--- config.mk ---
export PLATFORM = sky130hd
export DESIGN_NAME = mc_mem_interface
export DESIGN_NICKNAME = d
export VERILOG_FILES = /design/src/rtl/mc_mem_interface.sv
export SDC_FILE = /design/constraint.sdc
export NUM_CORES = 1
export LEC_CHECK = 0
export BUFFER_PORTS_ARGS = -buffer_cell sky130_fd_sc_hd__buf_2
export CAP_MARGIN = 30
export CELL_PAD_IN_SITES_DETAIL_PLACEMENT = 1
export CELL_PAD_IN_SITES_GLOBAL_PLACEMENT = 2
export CORE_ASPECT_RATIO = 0.75
export CORE_UTILIZATION = 27
export CTS_CLUSTER_SIZE = 8
export DETAILED_ROUTE_END_ITERATION = 6
export PLACE_DENSITY = 0.91
export RECOVER_POWER = 50
export SLEW_MARGIN = 10
export SYNTH_ARGS = -nofsm -noshare
export SYNTH_HDL_FRONTEND = slang
export SYNTH_SLANG_ARGS = --single-unit
--- constraint.sdc ---
create_clock -name clk -period 3.1 [get_ports clk]
set_clock_uncertainty 0.1 [all_clocks]
set_input_delay 0.155 -clock clk [delete_from_list [all_inputs] [get_ports clk]]
set_output_delay 0.155 -clock clk [all_outputs]
set_load 0.01 [all_outputs]
--- src/rtl/mc_mem_interface.sv ---
// mc_mem_interface
// Bridges the multicycle controller's per-state memory controls onto a
// single unified instruction/data memory with a request/ready handshake.
// The controller is stalled for as long as the memory takes. The access
// always finishes with one DONE cycle in which the controller advances.
module mc_mem_interface #(
  parameter int ADDR_W  = 32,
  parameter int DATA_W  = 32,
  parameter int TIMEOUT = 16
) (
  input  logic              clk,
  input  logic              reset,
  input  logic              req_valid,
  input  logic              iord,
  input  logic              irwrite,
  input  logic              memwrite,
  input  logic [ADDR_W-1:0] pc,
  input  logic [ADDR_W-1:0] aluout,
  input  logic [DATA_W-1:0] writedata,
  output logic              stall,
  output logic [DATA_W-1:0] instr,
  output logic [DATA_W-1:0] mdr,
  output logic              err,
  output logic              mem_req,
  output logic              mem_we,
  output logic [ADDR_W-1:0] mem_addr,
  output logic [DATA_W-1:0] mem_wdata,
  input  logic [DATA_W-1:0] mem_rdata,
  input  logic              mem_ready
);

  // The counter has enough width to hold TIMEOUT-1 for any TIMEOUT >= 1.
  localparam int CNT_W = (TIMEOUT > 1) ? $clog2(TIMEOUT + 1) : 1;
  localparam logic [CNT_W-1:0] CNT_LAST = CNT_W'(TIMEOUT - 1);

  typedef enum logic [1:0] {
    IDLE = 2'd0,
    BUSY = 2'd1,
    DONE = 2'd2
  } state_t;

  state_t              state_reg;
  logic [CNT_W-1:0]    cnt_reg;
  logic                to_ir_reg;     // read result goes to instr (else mdr)
  logic                err_reg;
  logic                mem_req_reg;
  logic                mem_we_reg;
  logic [ADDR_W-1:0]   mem_addr_reg;
  logic [DATA_W-1:0]   mem_wdata_reg;
  logic [DATA_W-1:0]   instr_reg;
  logic [DATA_W-1:0]   mdr_reg;

  logic [ADDR_W-1:0]   sel_addr;
  logic [ADDR_W-1:0]   aligned_addr;
  logic                misaligned;

  // Address source selected by the controller: pc for fetch, aluout for data.
  assign sel_addr   = iord ? aluout : pc;
  assign misaligned = |sel_addr[1:0];

  // The memory is word-addressed: the two byte-offset bits are always zero.
  genvar gi;
  generate
    for (gi = 0; gi < ADDR_W; gi++) begin : g_align
      if (gi < 2) begin : g_low
        assign aligned_addr[gi] = 1'b0;
      end else begin : g_high
        assign aligned_addr[gi] = sel_addr[gi];
      end
    end
  endgenerate

  // Stall is combinational in IDLE so the controller holds on the very
  // cycle it first asks for memory; BUSY always stalls, DONE never does.
  always_comb begin
    stall = 1'b0;
    case (state_reg)
      IDLE:    stall = req_valid;
      BUSY:    stall = 1'b1;
      default: stall = 1'b0;
    endcase
  end

  // Access sequencer: capture on request, wait for ready or timeout, then
  // spend one DONE cycle before accepting the next request.
  always_ff @(posedge clk) begin
    if (reset) begin
      state_reg     <= IDLE;
      cnt_reg       <= '0;
      to_ir_reg     <= 1'b0;
      err_reg       <= 1'b0;
      mem_req_reg   <= 1'b0;
      mem_we_reg    <= 1'b0;
      mem_addr_reg  <= '0;
      mem_wdata_reg <= '0;
      instr_reg     <= '0;
      mdr_reg       <= '0;
    end else begin
      case (state_reg)
        IDLE: begin
          if (req_valid) begin
            mem_addr_reg  <= aligned_addr;
            mem_wdata_reg <= writedata;
            mem_we_reg    <= memwrite;
            // A write never targets the instruction register, even if the
            // controller (illegally) raises irwrite alongside memwrite.
            to_ir_reg     <= irwrite & ~memwrite;
            cnt_reg       <= '0;
            mem_req_reg   <= 1'b1;
            state_reg     <= BUSY;
            if (misaligned) begin
              err_reg <= 1'b1;
            end
          end
        end

        BUSY: begin
          if (mem_ready) begin
            if (!mem_we_reg) begin
              if (to_ir_reg) begin
                instr_reg <= mem_rdata;
              end else begin
                mdr_reg <= mem_rdata;
              end
            end
            mem_req_reg <= 1'b0;
            state_reg   <= DONE;
          end else if (cnt_reg == CNT_LAST) begin
            // Give up on an unresponsive memory; destination regs untouched.
            err_reg     <= 1'b1;
            mem_req_reg <= 1'b0;
            state_reg   <= DONE;
          end else begin
            cnt_reg <= cnt_reg + 1'b1;
          end
        end

        DONE: begin
          state_reg <= IDLE;
        end

        default: begin
          state_reg   <= IDLE;
          mem_req_reg <= 1'b0;
        end
      endcase
    end
  end

  assign instr     = instr_reg;
  assign mdr       = mdr_reg;
  assign err       = err_reg;
  assign mem_req   = mem_req_reg;
  assign mem_we    = mem_we_reg;
  assign mem_addr  = mem_addr_reg;
  assign mem_wdata = mem_wdata_reg;

endmodule
**Yosys cells after proc, flatten, opt, wreduce, memory -nomap -nowiden**

Cells that the tools add are included.
W data, S select, Z words.

- Muxes and demuxes: 19
- Shift-type cells: 0
- Eq/ne operators: 9
- $lt $le $gt $ge: 0
- Reduce and logical (&&, ||, !) cells: 10
- Add/subtract/negate cells: 1
- Divide/modulo/power cells: 0
- Multiply operators: 0
- Bitwise logic cells: 5

Operators by type and width:

| cell | number |
|---|---|
| $mux W32 | 1 |
| $mux W5 | 3 |
| $reduce_and A4 Y1 | 3 |
| $ne A2 B2 Y1 const B | 5 |
| $pmux W5 S2 | 1 |
| $mux W1 | 7 |
| $mux W2 | 3 |
| $add A5 B1 Y5 const B | 1 |
| $eq A5 B4 Y1 const B | 1 |
| $reduce_and A5 Y1 | 1 |
| $not A1 Y1 | 4 |
| $pmux W1 S2 | 2 |
| $pmux W2 S2 | 1 |
| $reduce_and A2 Y1 | 2 |
| $ne A3 B3 Y1 const B | 1 |
| $pmux W1 S3 | 1 |
| $reduce_and A3 Y1 | 1 |
| $eq A2 B1 Y1 const B | 1 |
| $eq A2 B2 Y1 const B | 1 |
| $logic_not A2 Y1 | 1 |
| $reduce_bool A2 Y1 | 1 |
| $reduce_or A2 Y1 | 1 |
| $and A1 B1 Y1 | 1 |

- RAM bits: 0
- Bits of input ports: 135
- Memory bits (read-only): 0
- Register bits: 137
- Latch bits: 0
- Word-level logic and storage cells: 54
- Output and inout bits: 132
- Memories kept: 0

**Depth between registers and ports, before layout**

- Depth after elaboration: 5
- Mapped depth: 7
- Depth with buffers taken out: 6

**Worst setup path before layout**

No wires, ideal clock.

- Path type: flip-flop to flip-flop
- Start: reg cnt_reg[0]
- End: reg cnt_reg[0]
- Clock period less this slack: 2.066 ns
- Data arrival time: 1.886 ns
- Required time: 2.920 ns
- Library setup time: 0.080 ns
- Buffers on the path: 1
- Cell stages (with the launch flop): 8
- Slack: 1.034 ns
- Path through: dfxtp_1 -> ha_1 -> and3_1 -> ha_1 -> or4b_1 -> buf_2 -> a21o_1 -> a211oi_2

- Longest elaborated chain between the ends: 4
- Elaborated cells on any way between the ends: 7
- Classes of those cells: add/sub (1); eq/ne (2); mux (3); reduce/logical (1)

RTL lines:

| item | RTL line | source |
|---|---|---|
| start: declaration | 43 | `logic [CNT_W-1:0] cnt_reg;` |
| start signal: assignment | 134 | `cnt_reg <= cnt_reg + 1'b1;` |
| $add A5 B1 Y5 | 134 |  |
| $mux W5 | 128 | `end else if (cnt_reg == CNT_LAST) begin` |
| $mux W5 | 118 | `if (mem_ready) begin` |
| $pmux W5 S2 | 99 | `case (state_reg)` |

Several ways; a longest one is shown, not always the timed one. The select of a mux whose other input is x is not followed.
A chain may end at the register's enable or synchronous reset.

**Worst setup path in the final report**

- Start: reg state_reg[1]
- End: reg cnt_reg[2]

- Longest elaborated chain between the ends: 3
- Elaborated cells on any way between the ends: 8
- Classes of those cells: eq/ne (4); mux (1); reduce/logical (3)

RTL lines:

| item | RTL line | source |
|---|---|---|
| start: declaration | 42 | `state_t state_reg;` |
| start signal: assignment | 88 | `state_reg <= IDLE;` |
| start signal: assignment | 110 | `state_reg <= BUSY;` |
| start signal: assignment | 127 | `state_reg <= DONE;` |
| $eq A2 B1 Y1 / $logic_not A2 Y1 (equally long branches) | 99 |  |
| $ne A2 B2 Y1 (no line) / $reduce_bool A2 Y1 (equally long branches) | -- |  |
| $reduce_and A4 Y1 (no line) | -- |  |

Several ways; a longest one is shown, not always the timed one.

==> results.cfg <==
[timing]
worst_tran_pin_value_ps = 1441
max_freq_mhz = 410.3
setup-violations-final = 0
period_minus_slack_ps = 2438
timing.setup.tns_ps = 0
timing_max_transition_violations_final = 0
final_hold_viol_count = 0
slew_headroom = 0.03962
final_min_period_over_clock_period = 0.7863
unrepaired_setup_endpoints_after_global_routing = no

[power_and_ir_drop]
power.switching_fraction = 0.2521
sequentialPowerShare = 0.414
cellInternalPower_mw = 3.425
leakage_nw = 3.196
combinational_group_share_of_total_power = 0.134
power_density_nw_per_um2 = 556.6
vdd_drop_max_uv = 301.3
share_clk_of_total_power = 0.452
design_power_total_mw = 4.579
switchingPower_mw = 1.154

[worst_hold_path]
timing.hold.worst_path_depth = 3
worstHoldStart = aluout[19]
holdPathEnd = mem_addr[19]
min_path_type = input port to flop

[clock_network]
ctsRootBufferMaster = sky130_fd_sc_hd__clkbuf_16
clk_pin_slew_ps = 60
numClockSinks = 137
post-cts-setup-buffers = 0
cts_tree = done
cts_max_path_buffers = 2
ctsHtreeMaxLevel = 4
worstSkewPairLatency_ps = 410
post_cts.resized_instances = 0
cts_hold_buf = 96
cts_inserted_buffers = 17

[synth]
distinct_cells_synth = 31
synth_seq_cells = 137
syn_area_um2 = 5360
yosys_top_cell_area_share = 0.5117
yosys_most_used_dff = sky130_fd_sc_hd__dfxtp_1
yosys_warnings = 0
synthMostInstantiatedCell = sky130_fd_sc_hd__dfxtp_1
netlist_top_cells_count = sky130_fd_sc_hd__dfxtp_1, sky130_fd_sc_hd__a21oi_1, sky130_fd_sc_hd__nand3_1, sky130_fd_sc_hd__nand2_1, sky130_fd_sc_hd__o21ai_0
synth-edff-count = 0
synth_top_cells_by_area = sky130_fd_sc_hd__dfxtp_1, sky130_fd_sc_hd__a21oi_1, sky130_fd_sc_hd__nand3_1, sky130_fd_sc_hd__o21ai_0, sky130_fd_sc_hd__mux2i_1
gate_count_post_synth = 631
ys_async_sr_fraction = 0
synth_top_cell_by_area = sky130_fd_sc_hd__dfxtp_1
syn_avg_cell_area_um2 = 8.495
synth_sequential_area_ratio = 0.5117

[global_routing]
antenna_found_initial = 0
overflow = 0
maximum_number_of_pins_on_one_net_before_global_route_repair = 74
grt.total_usage = 0.1822
grt_pass1_vias = 5765
wire_length_of_the_first_global_routing_pass_um = 29330

[floorplan]
dieArea_um2 = 20430
floorplan.initialDensity = 0.2766
die_height_um = 124.0
die_w_um = 164.7
floorplan.io_pins = 267
placeableCoreArea_um2 = 19380
fp-row-count = 44

[routing]
drtIter0Drc = 279
post-route-drc-count = 0
drt-wirelength-per-cell_um = 15.54
via_per_inst = 4.785
final_antenna_net_count = 0
route.vias.total = 5843
drt-pass1-iter-count = 4
wl_um = 18970

[worst_setup_path]
worst-path-max-fanout = 73
worst-endpoint-required_ps = 3290
setup.worst_path.start_class = flop
endpoint_kind = flop
r2r_slack_ps = 660
timing.reg2reg.worst_path_depth = 4
timing.critical_path.arrival_ps = 2620
timing_worst_setup_path_type = flop to flop
timing.rr.end = cnt_reg[2]
worst_r2r_startpoint = state_reg[1]

[run_status]
status = complete, no violations

[cells_and_area]
fillcell_total = 2436
design.final.nets = 1093
insertedDiodeCount = 0
drive_gt1_frac = 0.1890
area_growth_syn_to_layout_pct = 53.48

[job]
timing.max_cap.violations = 0

[place]
place.detailed.hpwl_um = 11890
buffer_ports.inserted = 264
finalWeightedCongestion = 0.6918
[layer usage]
metal,track usage,vias up,wire length (µm)
met5,0,-,0
met4,0.05103,0,203
met3,0.05228,17,1233
met2,0.3175,162,9175
met1,0.2183,2799,8361
li1,-,2865,-
[layout by cell type, fill, tap and decap left out, types with 3 or more instances in the layout]
cell type and instances:
sky130_fd_sc_hd__dlygate4sd3_1 96, sky130_fd_sc_hd__clkbuf_16 17, sky130_fd_sc_hd__buf_4 9, sky130_fd_sc_hd__bufinv_16 3, sky130_fd_sc_hd__nand2_1 68, sky130_fd_sc_hd__nor2_1 35, sky130_fd_sc_hd__mux2i_1 32, sky130_fd_sc_hd__a211oi_1 31
sky130_fd_sc_hd__buf_2 134, sky130_fd_sc_hd__clkbuf_1 130, sky130_fd_sc_hd__nand3_1 70, sky130_fd_sc_hd__a21oi_1 103, sky130_fd_sc_hd__clkinvlp_4 4, sky130_fd_sc_hd__dfxtp_1 136, sky130_fd_sc_hd__clkinv_2 4, sky130_fd_sc_hd__o21ai_0 65
[worst max path at each step]
stage                 start         end  slack (ps)  cells past startpoint
3_3_place_gp     cnt_reg[0]  cnt_reg[0]         940                      6
4_1_cts          cnt_reg[0]  cnt_reg[0]         880                      6
6_report       state_reg[1]  cnt_reg[2]         660                      4
5_1_grt        state_reg[1]  cnt_reg[2]         440                      4
2_1_floorplan    cnt_reg[0]  cnt_reg[0]        1030                      7
3_5_place_dp     cnt_reg[0]  cnt_reg[0]         920                      6
[metrics by stage]
stage            util  cell area, µm²  instances  setup slack [ps]  hold WS [ps]
6_report       0.4245            8227       1221             662.5         14.65
2_1_floorplan       -            5364        632              1034         191.0
3_3_place_gp   0.3518            6817       1093             944.2         296.5
4_1_cts        0.4324            8379       1220             877.3        0.4445
3_5_place_dp   0.3518            6817       1093             920.5         302.0
5_1_grt        0.4245            8227       1221             435.9         19.73
[worst max-delay path, stage by stage, from the launching register on]
cell and delay (ps):
sky130_fd_sc_hd__dfxtp_1 410, sky130_fd_sc_hd__nor3b_4 240, sky130_fd_sc_hd__clkbuf_2 1070, sky130_fd_sc_hd__o21ai_0 300, sky130_fd_sc_hd__mux2i_1 170
[cells by family (layout without fill, tap and decap cells)]
logic type | after synthesis | after routing | synth area share
AOI/OAI and AO/OA | 203 | 203 | 0.2070
buffers and inverters | 69 | 405 | 0.05579
adders and majority gates | 2 | 2 | 0.004668
DFF | 137 | 137 | 0.5117
muxes | 32 | 32 | 0.05976
and+or+nand+nor | 187 | 187 | 0.1604
other | 1 | 2 | 0.0006996
[power by group through the flow]
stage / Clock, mW / Sequential, mW / Combinational (mW)
3_3_place_gp: 0 / 1.92 / 0.522
5_1_grt: 2.22 / 1.90 / 0.682
2_1_floorplan: 0 / 1.96 / 0.248
4_1_cts: 2.14 / 1.89 / 0.631
6_report: 2.07 / 1.89 / 0.614
3_5_place_dp: 0 / 1.93 / 0.529
[cell type report]
type                            instances  area [µm²]  area share
Multi-Input combinational cell        426        2333      0.2837
Inverter                                3       11.26    0.001369
Sequential cell                       137        2744      0.3335
Timing Repair Buffer                  371        2220      0.2698
Clock inverter                         12       148.9     0.01810
Clock buffer                           19       452.9     0.05506
Tap cell                              253       316.6     0.03848
No activity file was read; power rests on OpenSTA's default activity.
